## config.mk

```make
export PLATFORM = sky130hd
export DESIGN_NAME = stm32_bus_master
export DESIGN_NICKNAME = d
export VERILOG_FILES = /design/src/rtl/stm32_bus_master.sv
export SDC_FILE = /design/constraint.sdc
export NUM_CORES = 1
export LEC_CHECK = 0
export ABC_AREA = 1
export CORE_UTILIZATION = 40
export DETAILED_ROUTE_END_ITERATION = 10
export PLACE_DENSITY = 0.67
export SYNTH_ARGS = -nofsm -noshare
export SYNTH_HDL_FRONTEND = slang
export SYNTH_SLANG_ARGS = --single-unit
```

## constraint.sdc

```tcl
create_clock -name clk_in -period 2.8 [get_ports clk_in]
set_input_delay 0.56 -clock clk_in [delete_from_list [all_inputs] [get_ports clk_in]]
set_output_delay 0.56 -clock clk_in [all_outputs]
set_load 0.05 [all_outputs]
```

## src/rtl/stm32_bus_master.sv

```systemverilog
// Initiator for the 8-bit DATA_BUS/DATA_SYNC link: sends a command byte, streams its fixed payload.
// Optional build macro BUS_MASTER_TEST_EN enables the cmd-0 bus echo test; without it cmd 0 is rejected.

module stm32_bus_master (
    input  logic       clk_in,
    input  logic       reset,
    input  logic       req_valid,
    input  logic [2:0] req_cmd,
    output logic       req_ready,
    input  logic [7:0] wr_data,
    output logic       wr_take,
    output logic [7:0] rd_data,
    output logic       rd_valid,
    output logic       done,
    output logic       err,
    output logic       test_fail,
    input  logic [7:0] bus_in,
    output logic [7:0] bus_out,
    output logic       bus_oe,
    output logic       data_sync
);

    typedef enum logic [2:0] {
        S_IDLE  = 3'd0,
        S_TURN  = 3'd1,
        S_CMD   = 3'd2,
        S_WR    = 3'd3,
        S_RWAIT = 3'd4,
        S_RD    = 3'd5,
        S_GAP   = 3'd6,
        S_ERR   = 3'd7
    } state_t;

    function automatic logic [4:0] wr_len(input logic [2:0] cmd);
        case (cmd)
            3'd0:    wr_len = 5'd1;
            3'd1:    wr_len = 5'd12;
            3'd3:    wr_len = 5'd8;
            default: wr_len = 5'd0;
        endcase
    endfunction

    function automatic logic [4:0] rd_len(input logic [2:0] cmd);
        case (cmd)
            3'd0:    rd_len = 5'd1;
            3'd2:    rd_len = 5'd5;
            3'd4:    rd_len = 5'd16;
            default: rd_len = 5'd0;
        endcase
    endfunction

    function automatic logic cmd_ok(input logic [2:0] cmd);
`ifdef BUS_MASTER_TEST_EN
        cmd_ok = (cmd != 3'd7);
`else
        cmd_ok = (cmd != 3'd7) && (cmd != 3'd0);
`endif
    endfunction

    state_t     state_q, state_d;
    logic [2:0] cmd_q, cmd_d;
    logic [4:0] cnt_q, cnt_d;
    logic       last_rd_q, last_rd_d;
    logic       req_ready_q, req_ready_d;
    logic       wr_take_q, wr_take_d;
    logic [7:0] rd_data_q, rd_data_d;
    logic       rd_valid_q, rd_valid_d;
    logic       done_q, done_d;
    logic       err_q, err_d;
    logic       test_fail_q, test_fail_d;
    logic [7:0] bus_out_q, bus_out_d;
    logic       bus_oe_q, bus_oe_d;
    logic       data_sync_q, data_sync_d;
`ifdef BUS_MASTER_TEST_EN
    logic [7:0] echo_ref_q, echo_ref_d;
`endif

    // Next-state: sequencing of TURN/CMD/WR/RWAIT/RD/GAP and byte counting.
    always_comb begin
        state_d   = state_q;
        cmd_d     = cmd_q;
        cnt_d     = cnt_q;
        last_rd_d = last_rd_q;
        case (state_q)
            S_IDLE: begin
                if (req_valid && req_ready_q) begin
                    cmd_d = req_cmd;
                    if (!cmd_ok(req_cmd)) begin
                        state_d = S_ERR;
                    end else if (last_rd_q) begin
                        state_d = S_TURN;
                    end else begin
                        state_d = S_CMD;
                    end
                end else begin
                    state_d = S_IDLE;
                end
            end
            S_TURN: state_d = S_CMD;
            S_CMD: begin
                cnt_d = 5'd0;
                if (wr_len(cmd_q) != 5'd0) begin
                    state_d = S_WR;
                end else if (rd_len(cmd_q) != 5'd0) begin
                    state_d = S_RWAIT;
                end else begin
                    state_d = S_GAP;
                end
            end
            S_WR: begin
                // cmd 0 goes straight to RD: the echo is driven from the edge ending WR
                if (cnt_q == wr_len(cmd_q) - 5'd1) begin
                    cnt_d = 5'd0;
                    if (rd_len(cmd_q) != 5'd0) begin
                        state_d = S_RD;
                    end else begin
                        state_d = S_GAP;
                    end
                end else begin
                    cnt_d = cnt_q + 5'd1;
                end
            end
            S_RWAIT: state_d = S_RD;
            S_RD: begin
                if (cnt_q == rd_len(cmd_q) - 5'd1) begin
                    state_d = S_GAP;
                end else begin
                    cnt_d = cnt_q + 5'd1;
                end
            end
            S_GAP: begin
                last_rd_d = (rd_len(cmd_q) != 5'd0);
                state_d   = S_IDLE;
            end
            S_ERR:   state_d = S_IDLE;
            default: state_d = S_IDLE;
        endcase
    end

    // Output decode from the upcoming state so every port comes straight from a flop.
    always_comb begin
        req_ready_d = (state_d == S_IDLE);
        data_sync_d = (state_d == S_TURN) || (state_d == S_CMD);
        bus_oe_d    = data_sync_d || (state_d == S_WR);
        done_d      = (state_d == S_GAP);
        err_d       = (state_d == S_ERR);
        rd_valid_d  = (state_q == S_RD);
        case (state_d)
            S_TURN:  bus_out_d = 8'hFF;
            S_CMD:   bus_out_d = {5'd0, cmd_d};
            S_WR:    bus_out_d = wr_data;
            default: bus_out_d = 8'h00;
        endcase
        case (state_d)
            S_CMD:   wr_take_d = (wr_len(cmd_d) != 5'd0);
            S_WR:    wr_take_d = (cnt_d != wr_len(cmd_d) - 5'd1);
            default: wr_take_d = 1'b0;
        endcase
        if (state_q == S_RD) begin
            rd_data_d = bus_in;
        end else begin
            rd_data_d = rd_data_q;
        end
`ifdef BUS_MASTER_TEST_EN
        if (state_q == S_WR) begin
            echo_ref_d = bus_out_q;
        end else begin
            echo_ref_d = echo_ref_q;
        end
        test_fail_d = (state_q == S_RD) && (cmd_q == 3'd0) && (bus_in != echo_ref_q);
`else
        test_fail_d = 1'b0;
`endif
    end

    // State and output registers; last_rd resets high so the first transaction turns the bus.
    always_ff @(posedge clk_in) begin
        if (reset) begin
            state_q     <= S_IDLE;
            cmd_q       <= 3'd0;
            cnt_q       <= 5'd0;
            last_rd_q   <= 1'b1;
            req_ready_q <= 1'b0;
            wr_take_q   <= 1'b0;
            rd_data_q   <= 8'h00;
            rd_valid_q  <= 1'b0;
            done_q      <= 1'b0;
            err_q       <= 1'b0;
            test_fail_q <= 1'b0;
            bus_out_q   <= 8'h00;
            bus_oe_q    <= 1'b0;
            data_sync_q <= 1'b0;
`ifdef BUS_MASTER_TEST_EN
            echo_ref_q  <= 8'h00;
`endif
        end else begin
            state_q     <= state_d;
            cmd_q       <= cmd_d;
            cnt_q       <= cnt_d;
            last_rd_q   <= last_rd_d;
            req_ready_q <= req_ready_d;
            wr_take_q   <= wr_take_d;
            rd_data_q   <= rd_data_d;
            rd_valid_q  <= rd_valid_d;
            done_q      <= done_d;
            err_q       <= err_d;
            test_fail_q <= test_fail_d;
            bus_out_q   <= bus_out_d;
            bus_oe_q    <= bus_oe_d;
            data_sync_q <= data_sync_d;
`ifdef BUS_MASTER_TEST_EN
            echo_ref_q  <= echo_ref_d;
`endif
        end
    end

    assign req_ready = req_ready_q;
    assign wr_take   = wr_take_q;
    assign rd_data   = rd_data_q;
    assign rd_valid  = rd_valid_q;
    assign done      = done_q;
    assign err       = err_q;
    assign test_fail = test_fail_q;
    assign bus_out   = bus_out_q;
    assign bus_oe    = bus_oe_q;
    assign data_sync = data_sync_q;

endmodule

```

# Yosys cells after proc, flatten, opt, wreduce, memory -nomap -nowiden
# Cells that the tools add are included.
[op_classes]
n_addsub = 4
n_eq_ne = 22
n_mux = 29
n_reduce_logical = 15
[ops]
columns = ["cell", "count"]
rows = [
  ["two-way mux 5 bit", 12],
  ["case mux 5 bit (3 select lines)", 2],
  ["nonzero test 5 bit", 5],
  ["case mux 4 bit (3 select lines)", 2],
  ["case mux 8 bit (3 select lines)", 1],
  ["equality test 3 x 2 -> 1 bit, second input constant", 7],
  ["equality test 3 bit, second input constant", 7],
  ["two-way mux 3 bit", 7],
  ["case mux 3 bit (7 select lines)", 1],
  ["subtractor 5 x 1 -> 5 bit, second input constant", 3],
  ["equality test 3 x 1 -> 1 bit, second input constant", 4],
  ["zero test 3 bit", 4],
  ["equality test 5 bit", 2],
  ["two-way mux 2 bit", 3],
  ["adder 5 x 1 -> 5 bit, second input constant", 1],
  ["inequality test 5 bit", 1],
  ["inequality test 3 bit, second input constant", 1],
  ["nonzero test 3 bit", 1],
  ["logical AND 1 bit", 2],
  ["logical OR 1 bit", 2],
  ["case mux 1 bit (2 select lines)", 1],
  ["OR reduction 2 bit", 1],
]
[totals]
reg_bits = 35
output_inout_bits = 24
elab_cells = 83

# Longest topological paths before layout
[depth]
ltp_word = 16
ltp_mapped = 20

# Worst setup path before layout
# Ideal clock, no wire load.
[synth_path]
path_type = "register to register"
startpoint = "register cmd_q[2]"
endpoint = "register bus_out_q[0], in the netlist bus_out[0]"
setup_ps = 56
t_arrival_ps = 2267
setup_slack_ps = 477
path_stages_with_launch = 21
period_less_slack_ps = 2323
cell_sequence = "dfxtp_1 -> nor2_2 -> nand2_1 -> ha_1 -> ha_1 -> nand2_1 -> nand2_1 -> inv_1 -> nand2_1 -> nor2_1 -> nand3_2 -> nand2_2 -> inv_2 -> nor2_1 -> nand3_1 -> buf_4 -> clkinv_2 -> nand3_1 -> nand3_1 -> nand2_1 -> inv_1"
[synth_via]
elab_chain_cells = 10
word_cells_on_any_way = 31
[synth_lines]
columns = ["element", "line", "source"]
rows = [
  ["start: declaration", "61", "logic [2:0] cmd_q, cmd_d;"],
  ["start signal: assignment", "198", "cmd_q <= cmd_d;"],
  ["branches (longest 7 deep; another with subtractor 5 x 1 -> 5 bit)", "-", ""],
  ["case mux 3 bit (7 select lines) (*)", "84", "case (state_q)"],
  ["equality test 3 x 2 -> 1 bit / equality test 3 x 1 -> 1 bit (equally long branches)", "148", "case (state_d)"],
  ["case mux 8 bit (3 select lines) (*)", "148", ""],
  ["end signal: assignment", "208", "bus_out_q <= bus_out_d;"],
  ["end: declaration", "71", "logic [7:0] bus_out_q, bus_out_d;"],
]
# Mark *: on every way between the ends. The select of a mux whose other input is x is not followed.
# A chain may end at the register's enable or synchronous reset.

# Worst setup path after layout
[layout_path]
startpoint = "register cmd_q[0]"
endpoint = "register bus_out_q[0], in the netlist bus_out[0]"
[layout_via]
elab_chain_cells = 10
word_cells_on_any_way = 33
[layout_lines]
columns = ["element", "line"]
rows = [
  ["branches (longest 9 deep; another with subtractor 5 x 1 -> 5 bit)", "-"],
  ["case mux 8 bit (3 select lines) (*)", "148"],
]
# Marks and branches as above.

==> results.sh <==
export IMPL_status="complete, no violations"
export IMPL_clk_latency_ns=0.28
export IMPL_nFillCells=434
export IMPL_dp_hpwl_mm=3.41
export IMPL_min_period_ns=2.60
export IMPL_switching_share_pct=46.2
export IMPL_dieArea_mm2=0.00513
export IMPL_power_leakage_nw=1.33
export IMPL_p_total_mw=2.67
export IMPL_grt_pass1_vias=1788
export IMPL_stdcell_count=408
export IMPL_syn_area_mm2=0.00194
export IMPL_hold_viol_final=0
export IMPL_worstPathArrival_ns=2.78
export IMPL_cts_sinks=35
export IMPL_finalWirelength_mm=4.57
export IMPL_netlist_top_cells_area="dfxtp_1, nand2_1, nand3_1"
export IMPL_clk_pin_slew_worst_paths_ns=0.07
export IMPL_r2r_end="bus_out[0]"
export IMPL_core_area_mm2=0.00450
export IMPL_cts_hold_fix_buffers=0
export IMPL_synthToLayoutAreaGrowth_pct=35.1
export IMPL_p_switching_mw=1.23
export IMPL_path_class="reg2reg"
export IMPL_powerDensity_mw_per_mm2=1020
export IMPL_worstSetupEndpoint="bus_out[0]"
export IMPL_diodes=0
export IMPL_wl_per_cell_um=11.2
export IMPL_reg2reg_from="cmd_q[0]"
export IMPL_fp_dieW_um=71.7
export IMPL_tightest_slew_ns=0.658
export IMPL_globalplace_congestion=0.915
export IMPL_drc_errors=0
export IMPL_crit_path_start_kind="register"
export IMPL_regArea_um2=703
export IMPL_track_usage_pct=18.9
export IMPL_synth_distinct_cells=26
export IMPL_avgViaCountPerCell=4.85
export IMPL_grt_max_degree=14
export IMPL_cp_required_ns=2.99
export IMPL_yosysSeqAreaShare_pct=36.1
export IMPL_clockPowerShare_pct=16.8
export IMPL_postSynthAreaPerCell_um2=6.34
export IMPL_reg2reg_depth=18
export IMPL_slew_headroom_pct=56.0
export IMPL_ys_seq_elements=35
export IMPL_ir_drop_mv=0.519
export IMPL_drive_above_1_share_pct=10.7
export IMPL_gr_total_overflow=0
export IMPL_fmax_mhz=385
export IMPL_cts_buffers=5
export IMPL_path_max_fanout=7
export IMPL_min_path_type="reg2reg"
export IMPL_slew_viol_final=0
export IMPL_antenna_found_initial=0
export IMPL_synth_nets=332
export IMPL_postRouteAntennaNets=0
export IMPL_multiInputGateArea_mm2=0.00106
export IMPL_cts_buffer_depth=2
export IMPL_h_tree_depth=2
export IMPL_skew_ns=0.00400
export IMPL_first_pass_iters=4
export IMPL_grt_pass1_wl_mm=7.77
export IMPL_startpoint="cmd_q[0]"
export IMPL_fin_tns_setup_ns=0
export IMPL_dr_first_iter_drc_count=103
export IMPL_synthCells=306
export IMPL_drv_cap=0
export IMPL_internal_power_mw=1.44
export IMPL_dp_cells=396
export IMPL_cts_tree="built"
export IMPL_die_h_um=71.7
export IMPL_fin_util_pct=58.2
export IMPL_start_util_pct=43.1
export IMPL_rows=24
export IMPL_vias=1979
export IMPL_io_pins=46
export IMPL_reg2reg_slack_ns=0.20
export IMPL_hold_ws_ns=0.492
export IMPL_synth_top_cell_area_share_pct=36.1
export IMPL_finalNetCount=381
export IMPL_yosysTopAreaCell="dfxtp_1"
export IMPL_finalSetupViolCount=0
export IMPL_yosysWarnings=0
export IMPL_pwr_share_seq_pct=23.9
export IMPL_finalCritPeriodShare_pct=92.8
export IMPL_cts_root_buf="clkbuf_8"
export IMPL_port_buffers=44
export IMPL_worst_setup_path_end_kind="register"
export IMPL_comb_power_share_pct=59.2
state kept, by name (all words and copies together), names as in the netlist:
signal	cells
cmd_q	3
done	1
last_rd_q	1
bus_oe	1
rd_valid	1
bus_out	8
state_q	3
req_ready	1
cnt_q	5
data_sync	1
rd_data	8
err	1
wr_take	1
metrics by stage:
| step | setup WS (ns) | instance area, um^2 |
|---|---|---|
| floorplan | 0.477 | 1940 |
| global placement | 0.0705 | 2420 |
| detailed placement | -0.0221 | 2420 |
| CTS | 0.0990 | 2540 |
| global route | -0.00488 | 2620 |
| finish | 0.203 | 2620 |
what timing repair did:
item / 4_1_cts / 5_1_grt
gates cloned: 0 / 0
gates resized for setup: 1 / 10
endpoints found under the setup margin: 7 / 11
endpoints found under the hold margin: 0 / 0
pin swaps: 0 / 7
setup buffers: 0 / 4
cell usage after synthesis, drive strengths merged:
library cell	n
nand2	96
clkbuf	3
buf	6
conb	1
a211oi	1
nand4	13
o21ai	16
o21bai	1
nor3	2
inv	45
xor2	2
clkinv	1
a21oi	5
ha	4
nand3	31
nor2	42
dfxtp	35
o31ai	1
nor4	1
cells by family after synthesis:
group	share of synthesized area [%]
AOI/OAI and AO/OA	6.58
and+or+nand+nor	42.3
adders and majority gates	2.58
DFF	36.1
xor gates and xnor gates	0.903
buffers and inverters	11.3
other	0.193
placed cells by master, fill, tap and decap left out, types with 2 or more instances in the layout:
cell             count
o21ai_0             12
nor3_4               2
nand3_1             29
xor2_1               2
o21ai_1              4
clkinv_2             2
dfxtp_1             33
dfxtp_2              2
nand2_1             93
nor2_2               4
ha_1                 4
nand4_1             11
inv_1               39
inv_2                6
nand2_2              2
clkdlybuf4s50_1     44
clkbuf_8             5
nor2_1              37
a21oi_1              5
buf_4                6
worst max-delay path, cell delays in order, from the launching register on:
cell     delay (ns)
dfxtp_2        0.35
nor2_4         0.16
nand2_2        0.09
ha_1           0.20
ha_1           0.29
nand2_1        0.07
nand2_1        0.05
inv_1          0.04
nand2_1        0.06
nor2_2         0.09
nand3_2        0.16
buf_4          0.17
nor2_1         0.17
nor3_4         0.08
buf_4          0.16
nand3_1        0.14
nand3_1        0.10
nand2_1        0.06
inv_1          0.04
worst min path at each step:
| stage | from | endpoint | slack (ns) | depth (start not counted) |
|---|---|---|---|---|
| finish | last_rd_q | last_rd_q | 0.49 | 2 |
| global route | last_rd_q | last_rd_q | 0.52 | 2 |
| CTS | last_rd_q | last_rd_q | 0.49 | 2 |
| detailed placement | last_rd_q | last_rd_q | 0.48 | 2 |
| global placement | rd_data[7] | rd_data[7] | 0.50 | 2 |
| floorplan | last_rd_q | last_rd_q | 0.46 | 2 |
area by class of cell:
class / count / area share (%)
well taps: 52 / 2.48
inverters: 46 / 6.63
clock inverters: 3 / 1.67
clock buffers: 5 / 2.63
flip-flops and latches: 35 / 26.8
multi-input cells: 216 / 40.5
repair buffers: 51 / 19.3
power groups by stage:
stage	Combinational, mW	Sequential [mW]	Clock [mW]
after floorplan	0.918	0.787	0
after global placement	1.38	0.646	0
after detailed placement	1.38	0.644	0
after CTS	1.40	0.635	0.459
after global routing	1.76	0.650	0.481
final	1.58	0.640	0.450
routing by layer:
layer | vias up | track usage [%] | part of all wire (%)
li1 | 1064 | - | -
met1 | 841 | 26.7 | 49
met2 | 64 | 27.8 | 41
met3 | 10 | 5.06 | 7.8
met4 | 0 | 6.32 | 1.6
met5 | - | 0 | 0
No activity file was read; power rests on OpenSTA's default activity.
